<file path="src/rtl/usb_mem_bridge.sv">
// usb_mem_bridge: host-side register window onto a 16-bit memory pointer.
// Pointer, CONTROL and STATUS accesses complete in one cycle. DATA accesses
// become a held memory request, and a wait counter bounds the request at
// TIMEOUT cycles so that a dead memory port cannot hang the host.
module usb_mem_bridge #(
  parameter int unsigned TIMEOUT = 255
) (
  input  logic        clk,
  input  logic        reset,
  input  logic        host_wr,
  input  logic        host_rd,
  input  logic [7:0]  host_addr,
  input  logic [7:0]  host_wdata,
  output logic [7:0]  host_rdata,
  output logic        host_done,
  output logic        busy,
  output logic [15:0] mem_addr,
  output logic [7:0]  mem_wdata,
  output logic        mem_req,
  output logic        mem_we,
  input  logic [7:0]  mem_rdata,
  input  logic        mem_ack,
  output logic        cpu_halt
);

  typedef enum logic [1:0] {
    IDLE = 2'd0,
    MEM  = 2'd1,
    DONE = 2'd2
  } state_e;

  localparam logic [7:0] ADDR_PTR_LO  = 8'd0;
  localparam logic [7:0] ADDR_PTR_HI  = 8'd1;
  localparam logic [7:0] ADDR_DATA    = 8'd2;
  localparam logic [7:0] ADDR_CONTROL = 8'd3;
  localparam logic [7:0] ADDR_STATUS  = 8'd4;

  // The counter starts at 0 in the first MEM cycle, so its last legal value
  // is TIMEOUT-1; reaching it without an ack ends the access.
  localparam logic [7:0] TIMEOUT_LAST = 8'(TIMEOUT - 1);

  state_e      state_q, state_d;
  logic [15:0] ptr_q, ptr_d;
  // Only the halt (bit0) and autoinc (bit1) CONTROL bits exist; the rest read 0.
  logic [1:0]  ctrl_q, ctrl_d;
  logic        err_q, err_d;
  logic [7:0]  rdata_q, rdata_d;
  logic        req_q, req_d;
  logic        we_q, we_d;
  logic [7:0]  wdata_q, wdata_d;
  logic [7:0]  wait_q, wait_d;

  logic [7:0]  regRead;
  logic        memEnd;
  logic        timedOut;
  logic        clearErr;

  // Read mux for the directly readable registers; DATA and unmapped read 0.
  always_comb begin
    regRead = 8'h00;
    case (host_addr)
      ADDR_PTR_LO:  regRead = ptr_q[7:0];
      ADDR_PTR_HI:  regRead = ptr_q[15:8];
      ADDR_CONTROL: regRead = {6'b0, ctrl_q};
      ADDR_STATUS:  regRead = {6'b0, err_q, (state_q != IDLE)};
      default:      regRead = 8'h00;
    endcase
  end

  // Next-state logic: host acceptance in IDLE, memory handshake and timeout in MEM.
  always_comb begin
    state_d  = state_q;
    ptr_d    = ptr_q;
    ctrl_d   = ctrl_q;
    err_d    = err_q;
    rdata_d  = rdata_q;
    req_d    = req_q;
    we_d     = we_q;
    wdata_d  = wdata_q;
    wait_d   = wait_q;
    memEnd   = 1'b0;
    timedOut = 1'b0;
    clearErr = 1'b0;

    case (state_q)
      IDLE: begin
        if (host_wr || host_rd) begin
          if (host_addr == ADDR_DATA) begin
            state_d = MEM;
            req_d   = 1'b1;
            we_d    = host_wr;
            wait_d  = 8'd0;
            if (host_wr) begin
              wdata_d = host_wdata;
            end
          end else begin
            state_d = DONE;
            if (host_wr) begin
              case (host_addr)
                ADDR_PTR_LO:  ptr_d[7:0]  = host_wdata;
                ADDR_PTR_HI:  ptr_d[15:8] = host_wdata;
                ADDR_CONTROL: ctrl_d      = host_wdata[1:0];
                ADDR_STATUS:  clearErr    = host_wdata[1];
                default:      ;
              endcase
            end else begin
              rdata_d = regRead;
            end
          end
        end
      end

      MEM: begin
        if (mem_ack) begin
          memEnd = 1'b1;
          if (!we_q) begin
            rdata_d = mem_rdata;
          end
        end else if (wait_q == TIMEOUT_LAST) begin
          memEnd   = 1'b1;
          timedOut = 1'b1;
          if (!we_q) begin
            rdata_d = 8'hFF;
          end
        end else begin
          wait_d = wait_q + 8'd1;
        end

        if (memEnd) begin
          req_d   = 1'b0;
          state_d = DONE;
          if (ctrl_q[1]) begin
            ptr_d = ptr_q + 16'd1;
          end
        end
      end

      DONE: begin
        state_d = IDLE;
      end

      default: begin
        state_d = IDLE;
      end
    endcase

    // A fresh timeout outranks a simultaneous write-1-to-clear.
    if (timedOut) begin
      err_d = 1'b1;
    end else if (clearErr) begin
      err_d = 1'b0;
    end
  end

  // State and register update; reset abandons any in-flight memory access.
  always_ff @(posedge clk) begin
    if (reset) begin
      state_q <= IDLE;
      ptr_q   <= 16'h0000;
      ctrl_q  <= 2'b10;
      err_q   <= 1'b0;
      rdata_q <= 8'h00;
      req_q   <= 1'b0;
      we_q    <= 1'b0;
      wdata_q <= 8'h00;
      wait_q  <= 8'd0;
    end else begin
      state_q <= state_d;
      ptr_q   <= ptr_d;
      ctrl_q  <= ctrl_d;
      err_q   <= err_d;
      rdata_q <= rdata_d;
      req_q   <= req_d;
      we_q    <= we_d;
      wdata_q <= wdata_d;
      wait_q  <= wait_d;
    end
  end

  assign host_rdata = rdata_q;
  assign host_done  = (state_q == DONE);
  assign busy       = (state_q != IDLE);
  assign mem_addr   = ptr_q;
  assign mem_wdata  = wdata_q;
  assign mem_req    = req_q;
  assign mem_we     = we_q;
  assign cpu_halt   = ctrl_q[0];

endmodule

</file>
<file path="config.mk">
export PLATFORM = sky130hd
export DESIGN_NAME = usb_mem_bridge
export DESIGN_NICKNAME = d
export VERILOG_FILES = /design/src/rtl/usb_mem_bridge.sv
export SDC_FILE = /design/constraint.sdc
export NUM_CORES = 1
export LEC_CHECK = 0
export CORE_MARGIN = 2
export CORE_UTILIZATION = 25
export CTS_CLUSTER_SIZE = 30
export DETAILED_ROUTE_END_ITERATION = 12
export DONT_BUFFER_PORTS = 1
export PLACE_DENSITY = 0.36
export SLEW_MARGIN = 0
export SYNTH_ARGS = -nofsm -noshare
export SYNTH_HDL_FRONTEND = slang
export SYNTH_SLANG_ARGS = --single-unit
export TNS_END_PERCENT = 5
</file>
<file path="constraint.sdc">
create_clock -name clk -period 5.6 [get_ports clk]
set_clock_uncertainty 0.2 [all_clocks]
set_input_delay 0.84 -clock clk [delete_from_list [all_inputs] [get_ports clk]]
set_output_delay 0.84 -clock clk [all_outputs]
set_load 0.05 [all_outputs]
</file>
---- Yosys cells after proc, flatten, opt, wreduce, memory -nomap -nowiden ----
Index checks and enable logic that the tools add are counted.
operators by class
  $add $sub $neg .......................... 2
  eq/ne operators ......................... 20
  multiplexer cells ....................... 42
  bitwise gates (word level) .............. 1
  reductions and logical operators ........ 15
operator list
  operator                                                          count
  8-bit 2-to-1 mux                                                  13
  16-bit 2-to-1 mux                                                 5
  16-bit one-hot mux with 2 select lines                            1
  8-bit one-hot mux with 2 select lines                             2
  8-bit one-hot mux with 4 select lines                             1
  2-bit != test (second input constant)                             10
  16-bit by 1-bit adder with 16-bit output (second input constant)  1
  8-bit by 2-bit == test with 1-bit output (second input constant)  2
  1-bit 2-to-1 mux                                                  15
  7-bit AND reduction                                               2
  5-bit AND reduction                                               2
  8-bit by 1-bit adder with 8-bit output (second input constant)    1
  8-bit by 1-bit == test with 1-bit output (second input constant)  1
  8-bit by 3-bit == test with 1-bit output (second input constant)  1
  8-bit == test (second input constant)                             1
  8-bit logical NOT                                                 1
  4-bit AND reduction                                               2
  2-bit 2-to-1 mux                                                  3
  6-bit AND reduction                                               1
  2-bit nonzero test                                                3
  2-bit by 1-bit != test with 1-bit output (second input constant)  2
  2-bit one-hot mux with 2 select lines                             1
  3-bit != test (second input constant)                             1
  3-bit AND reduction                                               1
  other kinds (7)                                                   7
storage, ports and cells
  bits in registers ....................... 47
  logic and storage cells ................. 90

---- Logic depth before layout (Yosys ltp) ----
Gate-level depths: netlist of the first run.
  word-level depth ........................ 8
  mapped depth ............................ 8
  depth with buffers taken out ............ 7

---- Worst setup path before layout of the first run ----
No wires, ideal clock.
  path type ............................... input-to-reg
  start point ............................. input port host_addr[3]
  end point ............................... register wait_q[1]
  library setup time ...................... 0.067 ns
  arrival ................................. 2.379 ns
  data required time ...................... 5.333 ns
  path slack .............................. 2.953 ns
  stages .................................. 5
  buffers on the path ..................... 0
  cells stage by stage .................... or4_4 -> nor4_4 -> a31oi_2 -> or3_1 -> a21oi_2
on the way
  word-level cells in the longest chain between the ends .. 3
ends and longest elaborated chain
  item                                      RTL line  RTL
  from (decl)                               12        input logic [7:0] host_addr,
  8-bit by 2-bit == test with 1-bit output  88        if (host_addr == ADDR_DATA) begin
  2-bit != test (no source line)            -
  5-bit AND reduction (no source line)      -
  to (signal assigned)                      176       wait_q <= wait_d;
  to (decl)                                 51        logic [7:0] wait_q, wait_d;
Every way passes these cells.
A chain may end at the register's enable or synchronous reset.

---- Worst setup path after layout of the first run ----
  start point ............................. register ptr_q[0], in the netlist mem_addr[0]
  end point ............................... register ptr_q[14], in the netlist mem_addr[14]
on the way
  word-level cells in the longest chain between the ends .. 4
ends and longest elaborated chain
  item                                      RTL line  RTL
  from (decl)                               43        logic [15:0] ptr_q, ptr_d;
  from (signal assigned)                    169       ptr_q <= ptr_d;
  16-bit by 1-bit adder with 16-bit output  133       ptr_d = ptr_q + 16'd1;
  16-bit 2-to-1 mux                         132       if (ctrl_q[1]) begin
  16-bit 2-to-1 mux                         129       if (memEnd) begin
  16-bit one-hot mux with 2 select lines    85        case (state_q)
Every way passes these cells. The select of a mux whose other input is x is not followed.

==> impl_metrics.ini, run 1 <==
[status]
status = finished clean

[sta]
slew_viol_final = 0
timing.final.crit_share_pct = 49.8
rsz0062_at_grt = no
worst_slack_ns = 2.81
worstMarginPinSlew_ns = 0.945
maxSlewHeadroom_pct = 36.8
setup_viol = 0
timing.hold.ws_ns = 0.272
fmax_mhz = 358
tns_ns = 0
period_needed_ns = 2.79
finalHoldViolations = 0

[job]
drv_cap = 0

[synthesis]
synth_fp_nets = 351
ys_ff_latch = 47
yosysWarnings = 0
yosysSeqAreaShare_pct = 35.9
syn_avg_cell_area_um2 = 8.21
netlist_instances = 319
syn_area_um2 = 2620
ys_types = 53

[power]
intPower_uw = 480
clockPowerShare_pct = 41.6
power.total_uw = 633
switching_share_pct = 24.1
p_sw_uw = 153
pwr-share-comb_pct = 4.7
power_density_nw_per_um2 = 221
seq_power_share_pct = 53.8
vdd_drop_max_mv = 0.0888
leakage_nw = 0.985

[worst_setup_path]
path_cells = ha_1 > and3_1 > nand4_1 > or4_1 > a211o_1 > o21ai_0
cp-startpoint = mem_addr[0]
timing.rr.start = mem_addr[0]
cp.arrival_ns = 2.83
crit_fanout = 8
critical-path-max-stage-delay_ns = 0.84
worstPathRequired_ns = 5.64
critPathKind = register to register
worstSetupEndpointType = register
cp_slowest_cell = dfxtp_1
worst_setup_path_start_kind = register

[place]
io_buffers = 0
dp_worst_setup_slack_ns = 2.74
dp_cells = 444
postPlaceCellArea_um2 = 2760
gp_congestion = 0.791
dpl.hpwl_um = 6270

[clocking]
postCtsSetupBuffers = 0
htree_levels = 2
cts_resized = 0
cts.sinks = 47
root_buffer = clkbuf_8
cts.clk_slew.worst_paths_ns = 0.10
clk_latency_ns = 0.31
ctsHoldBuffers = 0
clockBufferDepth = 2
cts_buffers = 5
cts_tree = yes

[cells_and_area]
num-nets-final = 347
fin_cells = 452
final_cell_mix = dfxtp_1, nor2_1, nand2_1, a21oi_1, o21ai_0
diodes = 0
post-route-util_pct = 28.0
final_common_cell = dfxtp_1
final_area_um2 = 2870
syn2layout_area_growth_pct = 9.51
final_layout_size_suffix_gt1_share_pct = 6.65
num-fill-cells = 1111

[die]
core_um2 = 10200
start_util_pct = 25.6
rows = 37
die_h_um = 106
die_w_um = 106
num_io_pins = 66
die_area_um2 = 11300

[global_routing]
grtUsageTotal_pct = 15.5
antenna_found_initial = 0
grt_max_degree = 45
grt_pass1_vias = 2261
grt_pass1_wl_um = 13500
grt_overflow = 0

[route]
antenna_left = 0
remaining_drc_errors = 0
drt-pass1-iter-count = 4
routed_wirelength_um = 8630
drt-initial-drc-count = 169
avgViaCountPerCell = 5.30
wl_per_cell_um = 19.1
num_vias = 2396

[min_path]
hold_path_class = register to register
holdCritStartpoint = err_q
kinds of logic (layout without fill, tap and decap cells):
group | after synthesis | count (layout) | synth area share, %
buf+inv | 19 | 16 | 2.87
mux | 15 | 15 | 5.78
compound gates | 99 | 99 | 25.3
fa+ha+maj | 3 | 3 | 1.43
xor+xnor | 6 | 6 | 2.01
flops | 47 | 47 | 35.9
simple gates | 130 | 130 | 26.7
state kept, by name, summed over array words and instances (netlist names):
signal and count:
host_rdata 8, wait_q 8, mem_req 1, err_q 1, ctrl_q 2, mem_we 1, mem_wdata 8, state_q 2
mem_addr 16
routing by layer:
layer,GRT usage [%],wire [um]
met1,21.7,4050
met2,23.1,3840
met3,4.11,582
met4,4.61,150
met5,0,0
Yosys cell counts (all sizes together):
master	n	area, um2
dfxtp	47	941
a21oi	28	148
nand2	28	105
nor2	28	105
o21ai	20	100
mux2i	14	140
clkbuf	12	46.3
nand3	12	65.1
nand2b	10	62.6
o21a	8	60.1
and2	7	45.1
nor3	7	35.0
a22o	6	52.6
nand4	6	37.5
nor2b	6	37.5
nor4	6	52.6
inv	5	18.8
o31ai	5	37.5
o32ai	5	43.8
a31oi	4	31.3
and3	4	25.0
nor3b	4	35.0
or3	4	25.0
xor2	4	35.0
a211o	3	26.3
a211oi	3	22.5
a21o	3	22.5
ha	3	37.5
o31a	3	26.3
a22oi	2	15.0
a2bb2oi	2	17.5
a311oi	2	17.5
and4	2	17.5
buf	2	10.0
nand3b	2	15.0
or4	2	18.8
xnor2	2	17.5
a32o	1	10.0
mux2	1	11.3
nor4b	1	8.76
o21bai	1	7.51
o221ai	1	8.76
o22ai	1	6.26
o41ai	1	8.76
or3b	1	8.76
worst max-delay path: cells and delay by family (launching register included):
family,cells,cell delay (ns)
simple gates,3,0.97
compound gates,2,0.37
flops,1,0.84
fa+ha+maj,1,0.34
power by group through the flow:
| stage | clock, mW | combinational (mW) | sequential, mW |
|---|---|---|---|
| floorplan | 0 | 0.0296 | 0.347 |
| global placement | 0 | 0.0299 | 0.348 |
| detailed placement | 0 | 0.0294 | 0.348 |
| CTS | 0.278 | 0.0296 | 0.340 |
| global route | 0.287 | 0.0323 | 0.341 |
| finish | 0.263 | 0.0295 | 0.340 |
final cells by class:
| class | count | area (um2) | share of cell area (%) |
|---|---|---|---|
| Clock inverter | 3 | 43.8 | 1.53 |
| Clock buffer | 5 | 68.8 | 2.40 |
| Multi-Input combinational cell | 253 | 1600 | 55.9 |
| Tap cell | 136 | 170 | 5.93 |
| Inverter | 5 | 18.8 | 0.654 |
| Sequential cell | 47 | 941 | 32.8 |
| Timing Repair Buffer | 3 | 22.5 | 0.785 |
final timing paths:
kind | end | slack (ns) | cells after the start
worst min-delay path | err_q | 0.27 | 2
worst min register to register | err_q | 0.27 | 2
worst max register to register | mem_addr[14] | 2.81 | 6
worst max-delay path | mem_addr[14] | 2.81 | 6
No activity file was read; power rests on OpenSTA's default activity.
==> run 2: changes to the inputs <==
==> constraint.sdc (replaced) <==
create_clock -name clk -period 2.68 [get_ports clk]
set_clock_uncertainty 0.2 [all_clocks]
set_input_delay 0.402 -clock clk [delete_from_list [all_inputs] [get_ports clk]]
set_output_delay 0.402 -clock clk [all_outputs]
set_load 0.05 [all_outputs]
==> run 2 against run 1 <==
Effect of this change: clock power up 100%; setup slack got worse by 2.6 ns; die area is the same; global-route usage grew 1.0 points; clock-buffer cell count increased by 1; worst hold slack worse by 0.25 ns; sequential power up 110%; final cell count is 5.3% higher; routed wire length rose by 6.5%; critical path depth is the same; sequential cell count stayed put; critical path type unchanged; largest power group unchanged.
==> impl_metrics.ini, run 2 (synthesis results as in run 1) <==
[clocking]
htree_levels = 2
clk_latency_ns = 0.30
cts_buffers = 5
cts.clk_slew.worst_paths_ns = 0.09
cts_tree = yes
cts.sinks = 47
clockBufferDepth = 2
root_buffer = clkbuf_8
cts_resized = 0

[die]
start_util_pct = 25.6
num_io_pins = 66
core_um2 = 10200
die_w_um = 106
die_area_um2 = 11300
rows = 37
die_h_um = 106

[min_path]
hold_path_class = input port to register
holdPathEnd = mem_addr[15]
hold_depth = 1
holdCritStartpoint = reset

[sta]
timing.hold.ws_ns = 0.0185
period_needed_ns = 2.42
tns_ns = 0
worstMarginPinSlew_ns = 0.631
rsz0062_at_grt = no
slew_viol_final = 0
fmax_mhz = 413
worst_slack_ns = 0.256
maxSlewHeadroom_pct = 57.9
setup_viol = 0
finalHoldViolations = 0
timing.final.crit_share_pct = 90.4

[route]
remaining_drc_errors = 0
num_vias = 2501
drt-initial-drc-count = 135
avgViaCountPerCell = 5.25
wl_per_cell_um = 19.3
drt-pass1-iter-count = 4
antenna_left = 0
routed_wirelength_um = 9190

[global_routing]
antenna_found_initial = 0
grt_pass1_vias = 2465
grt_max_degree = 29
grt_overflow = 0
grt_pass1_wl_um = 14300
grtUsageTotal_pct = 16.5

[place]
gp_congestion = 0.767
io_buffers = 0
dpl.hpwl_um = 6770
dp_worst_setup_slack_ns = 0.192

[power]
vdd_drop_max_mv = 0.195
leakage_nw = 1.11
power_density_nw_per_um2 = 432
power.total_mw = 1.32

[worst_setup_path]
r2r_end = host_rdata[1]
reg2reg_slack_ns = 0.26
cp.depth = 6
path_cells = ha_1 > and3_1 > a21oi_1 > o31ai_1 > nor3b_2 > a32o_1
path_buf_inv = 0
timing.rr.start = wait_q[1]
worst_setup_path_start_kind = register
critPathKind = register to register
cp_slowest_cell = nor3b_2
worstSetupEndpointType = register
critPathTopFamily = compound AO/OA/AOI/OAI gates
worstPathRequired_ns = 2.73
cp.arrival_ns = 2.47
crit_fanout = 7
critical-path-max-stage-delay_ns = 0.52
rr_worst_depth = 6

[cells_and_area]
final_layout_size_suffix_gt1_share_pct = 12.4
final_common_cell = dfxtp_1
post-route-util_pct = 29.9
num-nets-final = 372
diodes = 0
final_cell_mix = dfxtp_1, nor2_1, nand2_1, a21oi_1, buf_4
num-fill-cells = 1112
largest_reg_flops = 16
syn2layout_area_growth_pct = 17.0
multi_input_area_um2 = 1600
final-seq-area_um2 = 941

[status]
status = finished clean

[job]
drv_cap = 0
==> run 2: area by class of cell <==
cell class	count	area share (%)
clock buffer	6	2.37
clock inverter	1	0.980
inverter	5	0.613
multi-input combinational	253	52.3
sequential	47	30.7
tap	136	5.56
timing repair buffer	28	7.43
==> run 2: worst max-delay path by stage <==
stage / startpoint / end / slack [ns]
6_report: wait_q[1] / host_rdata[1] / 0.26
5_1_grt: wait_q[1] / host_rdata[1] / 0.07
4_1_cts: wait_q[1] / host_rdata[1] / 0.24
3_5_place_dp: host_addr[3] / mem_wdata[7] / 0.19
3_3_place_gp: host_addr[3] / mem_wdata[3] / 0.20
2_1_floorplan: mem_addr[0] / mem_addr[14] / 0.27
==> run 2: what timing repair did <==
item                                   in CTS  in global routing
buffers inserted                            0                  0
endpoints found under the hold margin      28                  1
hold buffers                                2                  1
==> run 2: power breakdown <==
part	switching, mW	total [mW]	internal [mW]
clock network	0.257	0.531	0.274
registers	0.00597	0.707	0.701
logic	0.0526	0.0848	0.0322
==> run 2: routing by layer <==
metal	vias up	wire, um	GRT usage (%)
met2	69	4110	25.7
met5	-	0	0
met4	0	92	3.67
li1	1230	-	-
met3	6	592	4.35
met1	1196	4390	22.8
==> run 2: stage by stage <==
step | instance area, um2 | cells
after detailed placement | 2920 | 466
after global routing | 3060 | 476
after CTS | 3050 | 475
after global placement | 2920 | 466
after floorplan | 2620 | 319
final | 3060 | 476
